$ cat config.mk
export PLATFORM = sky130hd
export DESIGN_NAME = full_adder
export DESIGN_NICKNAME = d
export VERILOG_FILES = /design/src/rtl/arith_pkg.sv /design/src/rtl/cla4_group.sv /design/src/rtl/full_adder.sv
export SDC_FILE = /design/constraint.sdc
export NUM_CORES = 1
export LEC_CHECK = 0
export CAP_MARGIN = 20
export CORE_ASPECT_RATIO = 1.5
export CORE_MARGIN = 5
export CORE_UTILIZATION = 43
export CTS_BUF_LIST = sky130_fd_sc_hd__clkbuf_4
export DETAILED_ROUTE_END_ITERATION = 12
export PLACE_DENSITY = 0.91
export SETUP_SLACK_MARGIN = 0.2
export SYNTH_ARGS = -nofsm -noshare
export SYNTH_HDL_FRONTEND = slang
export SYNTH_SLANG_ARGS = --single-unit
export TNS_END_PERCENT = 1
$ cat constraint.sdc
create_clock -name clk -period 0.8 [get_ports clk]
set_input_delay 0.08 -clock clk [delete_from_list [all_inputs] [get_ports clk]]
set_output_delay 0.08 -clock clk [all_outputs]
set_load 0.05 [all_outputs]
$ cat src/rtl/arith_pkg.sv
// Shared arithmetic constants for datapath leaf cells.
//   ADDER_GROUP : carry-lookahead group size in bits
//   ADDER_WIDTH : default operand width of full_adder
package arith_pkg;

   localparam int unsigned ADDER_GROUP = 4;
   localparam int unsigned ADDER_WIDTH = 16;

endpackage : arith_pkg

$ cat src/rtl/cla4_group.sv
// 4-bit carry-lookahead group. Computes the 4-bit sum from the group carry-in
// and exports group generate/propagate for the inter-group lookahead chain.
// Ports:
//   a, b   : 4-bit operand slices
//   c_in   : carry into bit 0 of this group
//   sum    : 4-bit sum slice
//   g_grp  : group generate (group produces a carry regardless of c_in)
//   p_grp  : group propagate (group passes c_in straight through)
module cla4_group (
   input  logic [3:0] a,
   input  logic [3:0] b,
   input  logic       c_in,
   output logic [3:0] sum,
   output logic       g_grp,
   output logic       p_grp
);

   logic [3:0] g;
   logic [3:0] p;
   logic [3:0] c;

   always_comb begin
      g = a & b;
      p = a ^ b;

      // Every internal carry is a flat sum-of-products of c_in, so no carry
      // ripples through a neighbouring bit inside the group.
      c[0] = c_in;
      c[1] = g[0] | (p[0] & c_in);
      c[2] = g[1] | (p[1] & g[0]) | (p[1] & p[0] & c_in);
      c[3] = g[2] | (p[2] & g[1]) | (p[2] & p[1] & g[0])
           | (p[2] & p[1] & p[0] & c_in);

      sum = p ^ c;

      g_grp = g[3] | (p[3] & g[2]) | (p[3] & p[2] & g[1])
            | (p[3] & p[2] & p[1] & g[0]);
      p_grp = &p;
   end

endmodule : cla4_group

$ cat src/rtl/full_adder.sv
// Registered WIDTH-bit unsigned adder: {c_out, s} <= a + b + c_in.
// Built from 4-bit carry-lookahead groups chained via group generate/propagate.
// Ports:
//   clk   : clock, rising edge
//   rst   : asynchronous active-high reset, clears s and c_out
//   a, b  : unsigned operands
//   c_in  : carry-in
//   s     : registered sum (low WIDTH bits)
//   c_out : registered carry-out (bit WIDTH)
module full_adder
   import arith_pkg::*;
#(
   parameter int unsigned WIDTH = ADDER_WIDTH,  // multiple of GROUP, >= GROUP
   parameter int unsigned GROUP = ADDER_GROUP   // fixed: cla4_group is 4 bits wide
) (
   input  logic             clk,
   input  logic             rst,
   input  logic [WIDTH-1:0] a,
   input  logic [WIDTH-1:0] b,
   input  logic             c_in,
   output logic [WIDTH-1:0] s,
   output logic             c_out
);

   localparam int unsigned NGROUP = WIDTH / GROUP;

   logic [NGROUP:0]   c_grp;
   logic [NGROUP-1:0] g_grp;
   logic [NGROUP-1:0] p_grp;
   logic [WIDTH-1:0]  sum_d;

   assign c_grp[0] = c_in;

   for (genvar k = 0; k < NGROUP; k++) begin : g_group
      cla4_group u_group (
         .a     (a[k*GROUP +: GROUP]),
         .b     (b[k*GROUP +: GROUP]),
         .c_in  (c_grp[k]),
         .sum   (sum_d[k*GROUP +: GROUP]),
         .g_grp (g_grp[k]),
         .p_grp (p_grp[k])
      );

      assign c_grp[k+1] = g_grp[k] | (p_grp[k] & c_grp[k]);
   end

   always_ff @(posedge clk or posedge rst) begin
      if (rst) begin
         s     <= '0;
         c_out <= 1'b0;
      end else begin
         s     <= sum_d;
         c_out <= c_grp[NGROUP];
      end
   end

endmodule : full_adder

Word level (Yosys, flattened, before mapping)
Cells that the tools add are included.
{ "totals": {"word_cells": 118, "reg_bits": 17} }
{ "op_classes": {"bitwise_logic": 112, "n_reduce_logical": 4} }
{ "ops": {"columns": ["cell", "n"], "rows": [
  ["$and 1x1->1", 60],
  ["$or 1x1->1", 40],
  ["$xor 4x4->4", 8],
  ["$and 4x4->4", 4],
  ["$reduce_and 4->1", 4]
]} }

Longest topological paths before layout
{ "logic_depth": {"ltp_word": 13, "depth_mapped": 8, "mapped_depth_nobuf": 8} }

Hierarchy
A second synthesis with hierarchy kept.
{ "hier_totals": {"hier_cells": 111, "area_unflattened_um2": 1198.6} }
{ "modules_own_cells": {"columns": ["module", "cells_each", "seq_area_each_um2", "area_each_um2", "instances"], "rows": [
  ["cla4_group", 22, 0.0, 182.7, 4],
  ["full_adder", 23, 425.4, 467.9, 1]
]} }

Worst setup path after synthesis
Ideal clock, no wire load.
{ "synth_timing": {"path_type": "in2reg", "from": "input port a[0]", "to": "register s[13]", "path_buffers": 0, "cell_stages": 8, "arrival_time_ns": 1.630, "path_slack_ns": -0.954, "setup_ns": 0.124, "required_ns": 0.676, "path_cell_list": "ha_1 a21oi_1 nand4b_1 a21o_4 a21oi_1 nor2b_1 fa_1 xnor2_1"} }
{ "synth_via": {"elab_chain_len": 11, "word_cells_on_any_way": 14} }
{ "synth_rtl": {"columns": ["element", "line", "rtl"], "rows": [
  ["from (decl)", "full_adder.sv:18", "input logic [WIDTH-1:0] a,"],
  ["$xor 4x4->4 / $and 4x4->4 (equally long branches)", "cla4_group.sv:24, cla4_group.sv:23", null],
  ["$reduce_and 4->1 / $and 1x1->1 (equally long branches)", "cla4_group.sv:38, cla4_group.sv:37", null],
  ["$and 1x1->1 / $or 1x1->1 (equally long branches)", "full_adder.sv:44, cla4_group.sv:37", null],
  ["$or 1x1->1 *", "full_adder.sv:44", "assign c_grp[k+1] = g_grp[k] | (p_grp[k] & c_grp[k]);"],
  ["$and 1x1->1 *", "full_adder.sv:44", null],
  ["$or 1x1->1 *", "full_adder.sv:44", null],
  ["$and 1x1->1 *", "full_adder.sv:44", null],
  ["$or 1x1->1 *", "full_adder.sv:44", null],
  ["$and 1x1->1 *", "cla4_group.sv:29", "c[1] = g[0] | (p[0] & c_in);"],
  ["$or 1x1->1 *", "cla4_group.sv:29", null],
  ["$xor 4x4->4 *", "cla4_group.sv:34", "sum = p ^ c;"],
  ["net g_group[3].u_group.sum[1]", "cla4_group.sv:13", "output logic [3:0] sum,"],
  ["to (signal assigned)", "full_adder.sv:52", "s <= sum_d;"],
  ["to (decl)", "full_adder.sv:21", "output logic [WIDTH-1:0] s,"]
]} }
Mark *: on every way through the listed nets, which the timed path passes. The rest lies on a longest branch.

Worst setup path in the final report
{ "layout_timing": {"from": "input port a[5]", "to": "register s[12]"} }
{ "layout_via": {"elab_chain_len": 8, "word_cells_on_any_way": 13} }
{ "layout_rtl": {"columns": ["element", "line", "rtl"], "rows": [
  ["$and 4x4->4 / $xor 4x4->4 (equally long branches)", "cla4_group.sv:23, cla4_group.sv:24", null],
  ["$and 1x1->1 (on tied branches)", "cla4_group.sv:36, cla4_group.sv:37", null],
  ["$or 1x1->1 / $and 1x1->1 (equally long branches)", "cla4_group.sv:36, cla4_group.sv:37", null],
  ["$or 1x1->1", "cla4_group.sv:37", "| (p[3] & p[2] & p[1] & g[0]);"],
  ["$or 1x1->1 *", "full_adder.sv:44", null],
  ["$and 1x1->1 *", "full_adder.sv:44", null],
  ["$or 1x1->1 *", "full_adder.sv:44", null],
  ["$xor 4x4->4 *", "cla4_group.sv:34", null],
  ["net g_group[3].u_group.sum[0]", "cla4_group.sv:13", null]
]} }
Marks and branches as above.

==> flow_metrics.py <==
metrics = {
    "outcome": {
        "status": "complete, but fails checks",
        "violations": "negative setup slack",
    },
    "cells_and_area": {
        "layout_common_cells": "33 x buf_4, 18 x buf_12, 17 x dfrtp_1",
        "multi_input_area_um2": 963,
        "final-instance-count-excl-fill": 230,
        "drive_gt1_frac": 0.609,
        "finalNetCount": 248,
        "layout.cells.most_common": "buf_4",
        "fillers": 74,
        "syn_to_final_growth_pct": 114,
        "final-seq-area_um2": 425,
    },
    "timing": {
        "max_slew.worst_pin.slew_ps": 281,
        "clock.fmax_mhz": 613,
        "report.final.slew_viol_count": 0,
        "finalSetupViolations": 32,
        "finalHoldViolCount": 0,
        "timing.final.crit_share": 2.04,
        "rsz0062_at_grt": "yes",
        "final.setup.worst_slack_ps": -832,
        "setup-tns-final_ps": -13080,
        "fin_crit_ps": 1630,
        "slew-limit-headroom": 0.812,
    },
    "route": {
        "drtIter0Drc": 72,
        "wl_um": 6090,
        "avgRoutedWirePerCell_um": 26.5,
        "dr_total_vias": 1331,
        "avgViaCountPerCell": 5.79,
        "detail_route.drc_violations": 0,
        "ant_nets": 0,
        "detailedRoute.firstPassIterationCount": 4,
    },
    "setup_path": {
        "cp_slowest_cell": "fa_2",
        "critical_path.max_stage_delay_ps": 540,
        "type_of_the_worst_setup_path": "primary input to register",
        "cp_data_required_time_ps": 1010,
        "critical_path_arrival_ps": 1840,
        "critical_path.startpoint_type": "primary input",
        "crit_family": "adder cells",
        "worstPathCellList": "clkdlybuf4s15_1, ha_4, nand4_1, a21o_4, a21oi_4, nor2b_2, fa_2, inv_2",
        "critical_path.endpoint_type": "register",
        "critical_path.max_fanout": 3,
        "worst-path-buf-inv": 2,
    },
    "die": {
        "floorplan.die_area_mm2": 0.00382,
        "io_pins": 52,
        "core-area_mm2": 0.00262,
        "die_w_um": 52.1,
        "initial_core_utilization": 0.437,
        "core.rowCount": 23,
        "dieHeight_um": 73.2,
    },
    "placed_design": {
        "port_buffers": 51,
        "post-dp-hpwl_um": 3060,
        "gpl.final_weighted_congestion": 0.884,
        "number_of_placed_instances_with_taps_included": 215,
        "dp_slack_ps": -1420,
    },
    "logic_synthesis": {
        "synth_xor_xnor_area_share": 0.0918,
        "synth_area_in_compound_gates": 0.173,
        "dominant_combinational_cell_family_by_area_after_synthesis": "adder cells",
        "yosysWarnings": 0,
        "ys_ff_latch": 17,
        "syn_area_per_cell_um2": 11.4,
        "postSynth.asyncResetShare": 1.00,
        "synth_largest_type_area_fraction": 0.372,
        "synth_simple_gate_area_frac": 0.0896,
        "synth_largest_area_cell": "dfrtp_1",
        "synth.cell_area_mm2": 0.00114,
        "synthesized_area_fraction_occupied_by_adder_cells": 0.245,
        "yosys_most_used_dff": "dfrtp_1",
        "post_synth_mux_area_share": 0,
        "syn-instance-count": 100,
        "ys_seq_area_frac": 0.372,
        "synth_edf_count": 0,
        "mappedNetlistNets": 155,
        "leading_cell_types_by_total_area_after_synthesis": "dfrtp_1 37%, ha_1 17%, fa_1 7.0%",
        "post_synth_num_cell_types": 28,
    },
    "power": {
        "irDropWorstVdd_uv": 1390,
        "powerDensity_mw_per_mm2": 1900,
        "static-leakage-power_nw": 1.11,
    },
    "global_routing": {
        "grt_util_met1": 0.292,
        "groute.layer.met2.usage": 0.552,
        "grt_antenna_before_repair": 1,
        "grt_util_all_layers": 0.307,
        "busiest_layer": "met2",
        "number_of_global_route_vias_before_repair": 1517,
        "gr-total-overflow": 0,
        "grt_start_max_net_pins": 18,
        "gr-usage-met3": 0.0613,
        "grt_pass1_wl_um": 8110,
    },
    "cts": {
        "clock_transition_at_the_register_clock_pins_on_the_worst_setup_and_hold_paths_after_cts_ps": 120,
        "cts_hold_buffers": 0,
        "clock_path_buffers": 2,
        "tritoncts": "yes",
        "depth_of_the_cts_h_tree": 1,
        "clock_sink_count": 17,
        "clock_tree.root_cell": "clkbuf_4",
        "cts_made_buffers": 3,
    },
    "hold_path": {
        "hold_path_class": "primary input to async pin",
    },
    "run": {
        "timing.max_cap.violations": 0,
    },
}
## layer usage
metal,up-vias,routed length (um),part of all wire
met5,-,0,0
met4,0,408,0.067
met3,30,348,0.057
met2,105,3440,0.56
met1,656,1900,0.31
li1,540,-,-
## cell type report
class,count,share of cell area
Multi-Input combinational cell,74,0.394
Sequential cell,17,0.174
Clock buffer,4,0.0123
Tap cell,37,0.0189
Antenna cell,1,0.00102
Timing Repair Buffer,88,0.385
Inverter,9,0.0148
## tightest hold or removal path: stages
cell,delay (ps)
clkdlybuf4s50_1,420
inv_1,120
buf_12,170
## cell usage after synthesis, types with 2 or more instances
cell type	instances
dfrtp_1	17
ha_1	16
inv_1	9
xnor2_1	9
a21o_1	6
a21oi_1	6
fa_1	4
nand2_1	4
nand4_1	3
nor2_1	3
nor2b_1	3
xor2_1	3
a31oi_1	2
## power by group
group	internal [mW]	leakage, nW	switching, mW
Clock	0.229	0.0184	0.315
Sequential	1.04	0.198	0.203
Combinational	1.42	0.896	1.42
Total	2.69	1.11	1.94
## worst paths after layout
check | from | endpoint | slack (ps) | cells after the start
max in group asynchronous | rst | s[11] | 530 | 3
hold / removal | rst | s[9] | 130 | 3
setup / recovery | a[5] | s[12] | -830 | 8
min in group clk | b[6] | s[7] | 180 | 4
## timing repair
| action | CTS | global route |
|---|---|---|
| setup endpoints to repair | 34 | 34 |
| gates resized for setup | 95 | 27 |
| pin swaps | 30 | 18 |
| setup buffers | 8 | 2 |
## per-stage QoR
stage	cell area (um2)	power, mW	util	hold slack, ps
global placement	2090	3.56	0.798	418
finish	2440	4.64	0.934	132
detailed placement	2090	3.66	0.798	434
CTS	2390	4.35	0.912	120
floorplan	1150	2.26	-	6.07
global route	2440	4.75	0.934	137
## cell families after synthesis
family	after synthesis
xor+xnor	12
simple gates	18
fa+ha+maj	20
flops	17
compound gates	24
buf+inv	9
## sequential cells by signal, indices dropped and copies added, names as in the netlist
signal  count
c_out       1
s          16
Power figures use the tool's default switching activity.
